[src/rtl/mandelbrot_pkg.sv]
// Shared types and constants for the Mandelbrot/Julia iteration engine.
// Fixed point is signed 2.FRAC, so ONE is the raw encoding of 1.0.
package mandelbrot_pkg;

    typedef enum logic [1:0] {
        IDLE = 2'd0,
        RUN  = 2'd1,
        DONE = 2'd2
    } state_t;

    localparam int DEF_WIDTH = 8;
    localparam int FRAC      = DEF_WIDTH - 2;
    localparam int ONE       = 1 << FRAC;

    localparam logic MODE_MANDEL = 1'b0;
    localparam logic MODE_JULIA  = 1'b1;

endpackage

[src/rtl/mandelbrot_step.sv]
// One combinational z <- z^2 + c step with escape-size and fixed-point overflow detection.
// Products are full precision; the sum carries two guard bits above the 2W product.
module mandelbrot_step #(
    parameter int WIDTH         = 8,
    parameter int ESC_RADIUS_SQ = 4
) (
    input  logic signed [WIDTH-1:0] i_cr,
    input  logic signed [WIDTH-1:0] i_ci,
    input  logic signed [WIDTH-1:0] i_zr,
    input  logic signed [WIDTH-1:0] i_zi,
    output logic signed [WIDTH-1:0] o_zr_next,
    output logic signed [WIDTH-1:0] o_zi_next,
    output logic                    o_size_exceeded,
    output logic                    o_overflow
);
    localparam int PW = 2 * WIDTH;
    localparam int GW = PW + 2;
    localparam int FR = WIDTH - 2;
    localparam logic [PW:0] ESC_TH = (PW + 1)'(ESC_RADIUS_SQ) << (PW - 4);

    logic signed [PW-1:0] w_zr_x, w_zi_x;
    logic signed [PW-1:0] w_zr_sq, w_zi_sq, w_cross;
    logic signed [GW-1:0] w_cr_al, w_ci_al, w_sum_r, w_sum_i;
    logic        [PW:0]   w_mag;

    assign w_zr_x  = {{WIDTH{i_zr[WIDTH-1]}}, i_zr};
    assign w_zi_x  = {{WIDTH{i_zi[WIDTH-1]}}, i_zi};
    assign w_zr_sq = w_zr_x * w_zr_x;
    assign w_zi_sq = w_zi_x * w_zi_x;
    assign w_cross = w_zr_x * w_zi_x;

    // c moved onto the product scale (2.FR * 2.FR -> 4.2FR)
    assign w_cr_al = {{(GW - WIDTH - FR){i_cr[WIDTH-1]}}, i_cr, {FR{1'b0}}};
    assign w_ci_al = {{(GW - WIDTH - FR){i_ci[WIDTH-1]}}, i_ci, {FR{1'b0}}};

    assign w_sum_r = {{2{w_zr_sq[PW-1]}}, w_zr_sq} - {{2{w_zi_sq[PW-1]}}, w_zi_sq} + w_cr_al;
    assign w_sum_i = {w_cross[PW-1], w_cross, 1'b0} + w_ci_al;

    assign o_zr_next = w_sum_r[PW-3:FR];
    assign o_zi_next = w_sum_i[PW-3:FR];

    // Everything above the kept field must be a copy of its sign bit
    assign o_overflow = (~&w_sum_r[GW-1:PW-3] & |w_sum_r[GW-1:PW-3])
                      | (~&w_sum_i[GW-1:PW-3] & |w_sum_i[GW-1:PW-3]);

    assign w_mag           = {1'b0, w_zr_sq} + {1'b0, w_zi_sq};
    assign o_size_exceeded = (w_mag > ESC_TH);

endmodule

[src/rtl/mandelbrot_iter_engine.sv]
// Per-pixel escape-time engine: one iteration per clock, valid/ready on both sides.
// Latency accept->out_valid = decision k + 2; result held in DONE until out_ready.
module mandelbrot_iter_engine
    import mandelbrot_pkg::*;
#(
    parameter int WIDTH         = DEF_WIDTH,
    parameter int ITER_WIDTH    = 8,
    parameter int ESC_RADIUS_SQ = 4
) (
    input  logic                  clk,
    input  logic                  rst_n,
    input  logic                  mode,
    input  logic                  in_valid,
    output logic                  in_ready,
    input  logic [WIDTH-1:0]      pixel_r,
    input  logic [WIDTH-1:0]      pixel_i,
    input  logic [WIDTH-1:0]      julia_cr,
    input  logic [WIDTH-1:0]      julia_ci,
    input  logic [ITER_WIDTH-1:0] max_iter,
    output logic                  out_valid,
    input  logic                  out_ready,
    output logic [ITER_WIDTH-1:0] out_iter,
    output logic                  out_escaped,
    output logic                  out_overflow
);
    state_t                  r_state;
    logic signed [WIDTH-1:0] r_zr, r_zi, r_cr, r_ci;
    logic [ITER_WIDTH-1:0]   r_k, r_max_iter, r_out_iter;
    logic                    r_out_vld, r_out_esc, r_out_ovf;

    logic signed [WIDTH-1:0] w_zr_next, w_zi_next;
    logic                    w_size, w_ovf;

    mandelbrot_step #(
        .WIDTH         (WIDTH),
        .ESC_RADIUS_SQ (ESC_RADIUS_SQ)
    ) u_step (
        .i_cr            (r_cr),
        .i_ci            (r_ci),
        .i_zr            (r_zr),
        .i_zi            (r_zi),
        .o_zr_next       (w_zr_next),
        .o_zi_next       (w_zi_next),
        .o_size_exceeded (w_size),
        .o_overflow      (w_ovf)
    );

    always_ff @(posedge clk or negedge rst_n) begin
        if (!rst_n) begin
            r_state    <= IDLE;
            r_zr       <= '0;
            r_zi       <= '0;
            r_cr       <= '0;
            r_ci       <= '0;
            r_k        <= '0;
            r_max_iter <= '0;
            r_out_vld  <= 1'b0;
            r_out_iter <= '0;
            r_out_esc  <= 1'b0;
            r_out_ovf  <= 1'b0;
        end else begin
            case (r_state)
                IDLE: begin
                    if (in_valid) begin
                        if (mode == MODE_JULIA) begin
                            r_cr <= julia_cr;
                            r_ci <= julia_ci;
                            r_zr <= pixel_r;
                            r_zi <= pixel_i;
                        end else begin
                            r_cr <= pixel_r;
                            r_ci <= pixel_i;
                            r_zr <= '0;
                            r_zi <= '0;
                        end
                        r_max_iter <= max_iter;
                        r_k        <= '0;
                        r_state    <= RUN;
                    end
                end
                RUN: begin
                    if (w_size) begin
                        r_state    <= DONE;
                        r_out_vld  <= 1'b1;
                        r_out_iter <= r_k;
                        r_out_esc  <= 1'b1;
                        r_out_ovf  <= 1'b0;
                    end else if (r_k == r_max_iter) begin
                        r_state    <= DONE;
                        r_out_vld  <= 1'b1;
                        r_out_iter <= r_k;
                        r_out_esc  <= 1'b0;
                        r_out_ovf  <= 1'b0;
                    end else if (w_ovf) begin
                        // Overflow on z_{k+1} counts as escaping on that iteration
                        r_state    <= DONE;
                        r_out_vld  <= 1'b1;
                        r_out_iter <= r_k + 1'b1;
                        r_out_esc  <= 1'b1;
                        r_out_ovf  <= 1'b1;
                    end else begin
                        r_zr <= w_zr_next;
                        r_zi <= w_zi_next;
                        r_k  <= r_k + 1'b1;
                    end
                end
                DONE: begin
                    if (out_ready) begin
                        r_state   <= IDLE;
                        r_out_vld <= 1'b0;
                    end
                end
                default: r_state <= IDLE;
            endcase
        end
    end

    assign in_ready     = (r_state == IDLE);
    assign out_valid    = r_out_vld;
    assign out_iter     = r_out_iter;
    assign out_escaped  = r_out_esc;
    assign out_overflow = r_out_ovf;

endmodule

[config.mk]
export PLATFORM = sky130hd
export DESIGN_NAME = mandelbrot_iter_engine
export DESIGN_NICKNAME = d
export VERILOG_FILES = /design/src/rtl/mandelbrot_pkg.sv /design/src/rtl/mandelbrot_step.sv /design/src/rtl/mandelbrot_iter_engine.sv
export SDC_FILE = /design/constraint.sdc
export NUM_CORES = 1
export LEC_CHECK = 0
export ABC_AREA = 1
export CORE_ASPECT_RATIO = 1.75
export CORE_UTILIZATION = 50
export DETAILED_ROUTE_END_ITERATION = 7
export GPL_ROUTABILITY_DRIVEN = 0
export PLACE_DENSITY = 0.74
export SLEW_MARGIN = 30
export SYNTH_ARGS = -nofsm -noshare
export SYNTH_HDL_FRONTEND = slang
export SYNTH_SLANG_ARGS = --single-unit
[constraint.sdc]
create_clock -name clk -period 19.55 [get_ports clk]
set_clock_uncertainty 0.2 [all_clocks]
set_input_delay 2.9325 -clock clk [delete_from_list [all_inputs] [get_ports clk]]
set_output_delay 2.9325 -clock clk [all_outputs]
set_load 0.01 [all_outputs]
==> results of run 1 <==
metrics by stage:
stage	cells	utilization
after CTS	2140	0.547
final	2140	0.547
after detailed placement	2124	0.534
after global placement	2124	0.534
after floorplan	1811	-
after global routing	2140	0.547
cell usage in the layout (no fill, tap or decap), types with 9 or more instances in the layout:
cell type / instances
nand2_1: 464
inv_1: 416
fa_1: 144
ha_1: 133
nand3_1: 102
nor2_1: 96
a21oi_1: 75
dfrtp_1: 61
clkdlybuf4s50_1: 55
xor2_1: 48
o21ai_0: 46
xnor2_1: 31
nand4_1: 23
or2_2: 14
nand2_2: 14
o21bai_1: 10
nor3_1: 9
clkbuf_16: 9
registers in the layout, indices dropped and copies added, names as in the netlist:
register,count
r_ci,8
out_valid,1
out_escaped,1
r_zr,8
r_max_iter,8
r_state,2
r_zi,8
out_overflow,1
r_cr,8
out_iter,8
r_k,8
synthesized netlist by cell type (9+ instances only):
library cell,n
fa_1,144
nand4_1,23
xor2_1,48
o21ai_0,46
or2_2,14
inv_1,416
nor2_1,96
o21bai_1,10
nand2_1,464
clkbuf_1,42
xnor2_1,31
nand2_2,14
dfrtp_1,61
ha_1,133
nand3_1,102
a21oi_1,75
nor3_1,9
worst reg2reg max path: cells and delay by family, from the launching register on:
kind | cells | cell delay, ns
AO/OA/AOI/OAI | 7 | 1.53
adder cells (fa/ha/maj) | 7 | 2.91
XOR/XNOR | 3 | 0.81
AND/OR/NAND/NOR | 14 | 2.51
buffers and inverters | 5 | 0.30
flip-flops | 1 | 0.79
metal layers:
metal	part of all wire	wire, um	up-vias	global-route usage
met5	0	0	-	0
met4	0.063	2020	0	0.151
met3	0.036	1140	113	0.0168
met2	0.55	17800	345	0.512
met1	0.35	11200	5368	0.262
li1	-	-	5492	-
cell type report:
cell class | instances | share of cell area
Timing Repair Buffer | 60 | 0.0425
Multi-Input combinational cell | 1263 | 0.679
Sequential cell | 61 | 0.111
Clock inverter | 7 | 0.00718
Clock buffer | 9 | 0.0164
Inverter | 424 | 0.116
Tap cell | 316 | 0.0287
worst max-delay path by stage:
stage / endpoint / slack [ns] / from
finish: r_zi[4]$_DFFE_PN0P_ / 10.40 / r_zi[1]$_DFFE_PN0P_
global route: r_zi[3]$_DFFE_PN0P_ / 9.77 / r_zi[1]$_DFFE_PN0P_
CTS: r_zi[4]$_DFFE_PN0P_ / 10.41 / r_zi[1]$_DFFE_PN0P_
global placement: r_zi[2]$_DFFE_PN0P_ / 10.73 / r_zi[1]$_DFFE_PN0P_
detailed placement: r_k[0]$_DFFE_PN0P_ / 10.43 / r_zi[1]$_DFFE_PN0P_
floorplan: out_overflow$_DFFE_PN0P_ / 12.23 / r_zi[3]$_DFFE_PN0P_
cell families after synthesis:
kind of cell | count (synthesis)
compound gates | 170
xor+xnor | 79
fa+ha+maj | 277
buf+inv | 487
flops | 61
simple gates | 737
==> run summary, run 1 <==
Status -> completed
Synth area leaders -> fa_1, nand2_1, ha_1
Core ar. -> 25100 um^2
Critical path depth -> 36
Largest net degree at the start of global routing -> 62
Critical Path AT -> 9.16 ns
R2R Path Start -> r_zi[1]$_DFFE_PN0P_
Gr usage total -> 0.260
Cts hold-fix bufs -> 0
CTS Sinks -> 61
Hold path cells -> 2
Num rows -> 77
Hold Crit Class -> flip-flop to flip-flop
Mux contribution to synthesized area -> 0
Cell Area, Placed -> 13400 um^2
Register area share after synthesis -> 0.120
Critical-path maximum fanout -> 24
Syn Nets -> 2133
WHS Endpoint -> out_valid$_DFFE_PN0P_
Total CTS buffers -> 9
CP max stage delay -> 0.79 ns
CTS resizes -> 0
Pre-CTS setup slack -> 10.43 ns
Final setup vio count -> 0
CTS tree -> built
Worst slew pin tran -> 0.845 ns
Flop-to-flop setup slack -> 10.40 ns
Register Area -> 1530 um^2
Root Buffer -> clkbuf_16
Share of cells above drive strength 1 -> 0.0395
Synthesis warning total -> 0
Vias/cell -> 5.29
Synth cell types -> 44
Fillers -> 2364
Antenna violations before repair -> 0
IO buf count -> 56
Post-route ant nets -> 0
XOR/XNOR share of the synthesized area -> 0.0542
Main synth FF type -> dfrtp_1
CTS clk-pin slew, worst paths -> 0.06 ns
Setup crit start kind -> flip-flop
Slew headroom -> 0.437
Height of the die -> 213 um
Final Cell Area -> 13800 um^2
Vias -> 11.3k
Max-capacitance violation count -> 0
WHS -> 0.276 ns
First-pass GRT wire length -> 53600 um
Req. time, crit path -> 19.57 ns
Worst reg2reg path depth -> 36
Area share of the largest cell type after synthesis -> 0.226
Post-synth top area cell -> fa_1
Syn Area/Cell -> 7.05 um^2
Post-CTS Repair Setup Buffers -> 0
Worst Setup End Kind -> flip-flop
Vias in the first global route -> 11.9k
ANT cells -> 0
Final HPWL DP -> 26900 um
Insertion delay to the later sink of the worst-skew pair -> 0.33 ns
CP max stage cell -> dfrtp_1
Total Die Area -> 26200 um^2
Adder-cell area share of the yosys netlist -> 0.356
Synth async-reset ratio -> 1.00
Layout area overhead -> 7.78%
Iter 0 DRT Violations -> 553
IO Count -> 57
Cells after Synth -> 1811
Fmax -> 109 MHz
RSZ-0062 raised after global routing -> false
Initial Util -> 0.508
Final Hold Viols -> 0
Total negative setup slack -> 0 ns
Die Span X -> 123 um
Post-Route WL -> 32100 um
DRC -> 0
Largest family of logic cells by synthesized area -> adder cells
Area share of and/or/nand/nor cells after synthesis -> 0.244
EDFF count, synth -> 0
Flops & latches, synth -> 61
Htree depth -> 3
Crit path kind -> flip-flop to flip-flop
CP delay by family, top -> adder cells
Period utilisation layout -> 0.468
First drt pass iteration count -> 5
Multi-input gate area -> 9340 um^2
Compound-Gate Fraction of Synth Area -> 0.0772
Nets@finish -> 2141
Grt total ovfl -> 0
Max clock buf depth -> 2
Final WS setup -> 10.40 ns
Slew Limit Fails -> 0
Critical R2R Capture -> r_zi[4]$_DFFE_PN0P_
CP Buf/Inv Count -> 5
WL per Instance -> 15.0 um
Minimum clock period after layout -> 9.15 ns
Hold path start -> out_valid$_DFFE_PN0P_
Post-Synthesis Cell Area -> 12800 um^2
Crit-path most repeated cell -> nand2_1
Power of run 1 is not shown: default switching activity piles up to over one toggle a cycle in this logic, so the estimate is an artifact.
==> run 2, diff against run 1 <==
Clock period 19.55 ns to 9.13 ns, I/O delays scaled along.
==> run 2 against run 1 <==
Register-to-register slack worse by 9.8 ns. Flip-flop and latch count stayed put. Hold slack worse by 0.00069 ns. Largest cell class unchanged. Non-clock buffer count is 13 higher. Critical path type unchanged. Die area stayed put.
==> run summary, run 2 (synthesis gave the netlist of run 1 again) <==
Insertion delay to the later sink of the worst-skew pair -> 0.34 ns (about the same)
Final Hold Viols -> 0 (unchanged)
CP max stage cell -> dfrtp_1
CP max stage delay -> 0.68 ns (-0.11 ns)
Hold path cells -> 2 (unchanged)
CTS tree -> built
Commonest non-fill, non-tap cell in the layout -> nand2_1
Largest net degree at the start of global routing -> 62 (unchanged)
Iter 0 DRT Violations -> 645 (+17%)
WHS -> 0.276 ns (-0.000691 ns)
Hold Crit Class -> flip-flop to flip-flop
Root Buffer -> clkbuf_16
Post-route ant nets -> 0 (unchanged)
First drt pass iteration count -> 5 (unchanged)
Commonest non-fill, non-tap cells in the layout -> nand2_1, inv_1, fa_1
RSZ-0062 raised after global routing -> false
Critical-path maximum fanout -> 24 (unchanged)
Crit path kind -> flip-flop to flip-flop
Grt total ovfl -> 0 (unchanged)
WL per Instance -> 14.8 um (-1.2%)
Flop-to-flop setup slack -> 0.64 ns (-9.76 ns)
Worst Setup End Kind -> flip-flop
IO buf count -> 56 (unchanged)
Share of cells above drive strength 1 -> 0.0468 (+0.00734)
Layout area overhead -> 8.37%
Post-Route WL -> 31900 um (-0.65%)
Nets@finish -> 2154 (+0.61%)
ANT cells -> 0 (unchanged)
Period utilisation layout -> 0.930 (+0.462)
Utilization after layout -> 0.550 (+0.00299)
Req. time, crit path -> 9.20 ns (-10.37 ns)
Fillers -> 2346 (-0.76%)
Finished Layout Cells -> 2153 (+0.61%)
Fmax -> 118 MHz (+7.7%)
Die Span X -> 123 um (unchanged)
Multi-input gate area -> 9340 um^2 (unchanged)
Cts hold-fix bufs -> 0 (unchanged)
Core ar. -> 25100 um^2 (unchanged)
Critical Path AT -> 8.56 ns (-0.60 ns)
Final setup vio count -> 0 (unchanged)
CTS Sinks -> 61 (unchanged)
Total CTS buffers -> 9 (unchanged)
Htree depth -> 3 (unchanged)
Worst slew pin tran -> 0.783 ns (-0.0615 ns)
Post-CTS Repair Setup Buffers -> 0 (unchanged)
Setup crit start kind -> flip-flop
Height of the die -> 213 um (unchanged)
Final HPWL DP -> 27000 um (+0.35%)
Register Area -> 1530 um^2 (unchanged)
DRC -> 0 (unchanged)
Crit-path most repeated cell -> nand2_1
Status -> completed
Vias/cell -> 5.26 (-0.56%)
Antenna violations before repair -> 0 (unchanged)
Gr usage total -> 0.258 (-0.00200)
CTS resizes -> 0 (unchanged)
Max clock buf depth -> 2 (unchanged)
Total negative setup slack -> 0 ns (unchanged)
Placed Instances -> 2137 (+0.61%)
Total Die Area -> 26200 um^2 (unchanged)
Initial Util -> 0.508 (unchanged)
Minimum clock period after layout -> 8.49 ns (-0.656 ns)
Slew headroom -> 0.478 (+0.0410)
Vias in the first global route -> 11.6k (-3.1%)
Max-capacitance violation count -> 0 (unchanged)
Vias -> 11.3k (+0.044%)
IO Count -> 57 (unchanged)
First-pass GRT wire length -> 53100 um (-0.85%)
Worst reg2reg path depth -> 36 (unchanged)
Num rows -> 77 (unchanged)
Slew Limit Fails -> 0 (unchanged)
CTS clk-pin slew, worst paths -> 0.05 ns (about the same)
[run 2: area by class of cell]
cell class / count / share of cell area
well taps: 316 / 0.0286
clock inverters: 6 / 0.00452
clock buffers: 10 / 0.0173
repair buffers: 73 / 0.0494
flip-flops and latches: 61 / 0.110
inverters: 424 / 0.115
multi-input cells: 1263 / 0.675
[run 2: metal layers]
layer  routed length [um]  GRT usage
met2                17500      0.502
met4                 1870      0.138
met5                    0          0
met1                11300      0.272
met3                 1150     0.0138
[run 2: critical path: cells and delay by family (launching register included)]
family          cells  cell delay [ns]
buf+inv             6             0.60
flops               1             0.68
xor+xnor            3             0.73
compound gates      7             1.57
fa+ha+maj           7             2.94
simple gates       13             1.73
[run 2: through the flow]
step,area [um^2],setup WS [ns]
CTS,13800,0.788
detailed placement,13500,0.816
finish,13800,0.639
floorplan,12800,1.81
global route,13800,0.0987
global placement,13500,1.00
[run 2: final timing paths]
path,from,end
hold / removal,out_valid$_DFFE_PN0P_,out_valid$_DFFE_PN0P_
hold reg to reg,out_valid$_DFFE_PN0P_,out_valid$_DFFE_PN0P_
setup / recovery,r_zi[7]$_DFFE_PN0P_,r_zi[3]$_DFFE_PN0P_
min in group asynchronous,rst_n,r_max_iter[6]$_DFFE_PN0P_
setup reg to reg,r_zi[7]$_DFFE_PN0P_,r_zi[3]$_DFFE_PN0P_
max in group asynchronous,rst_n,out_iter[1]$_DFFE_PN0P_
Power of run 2 is left out for the same reason.
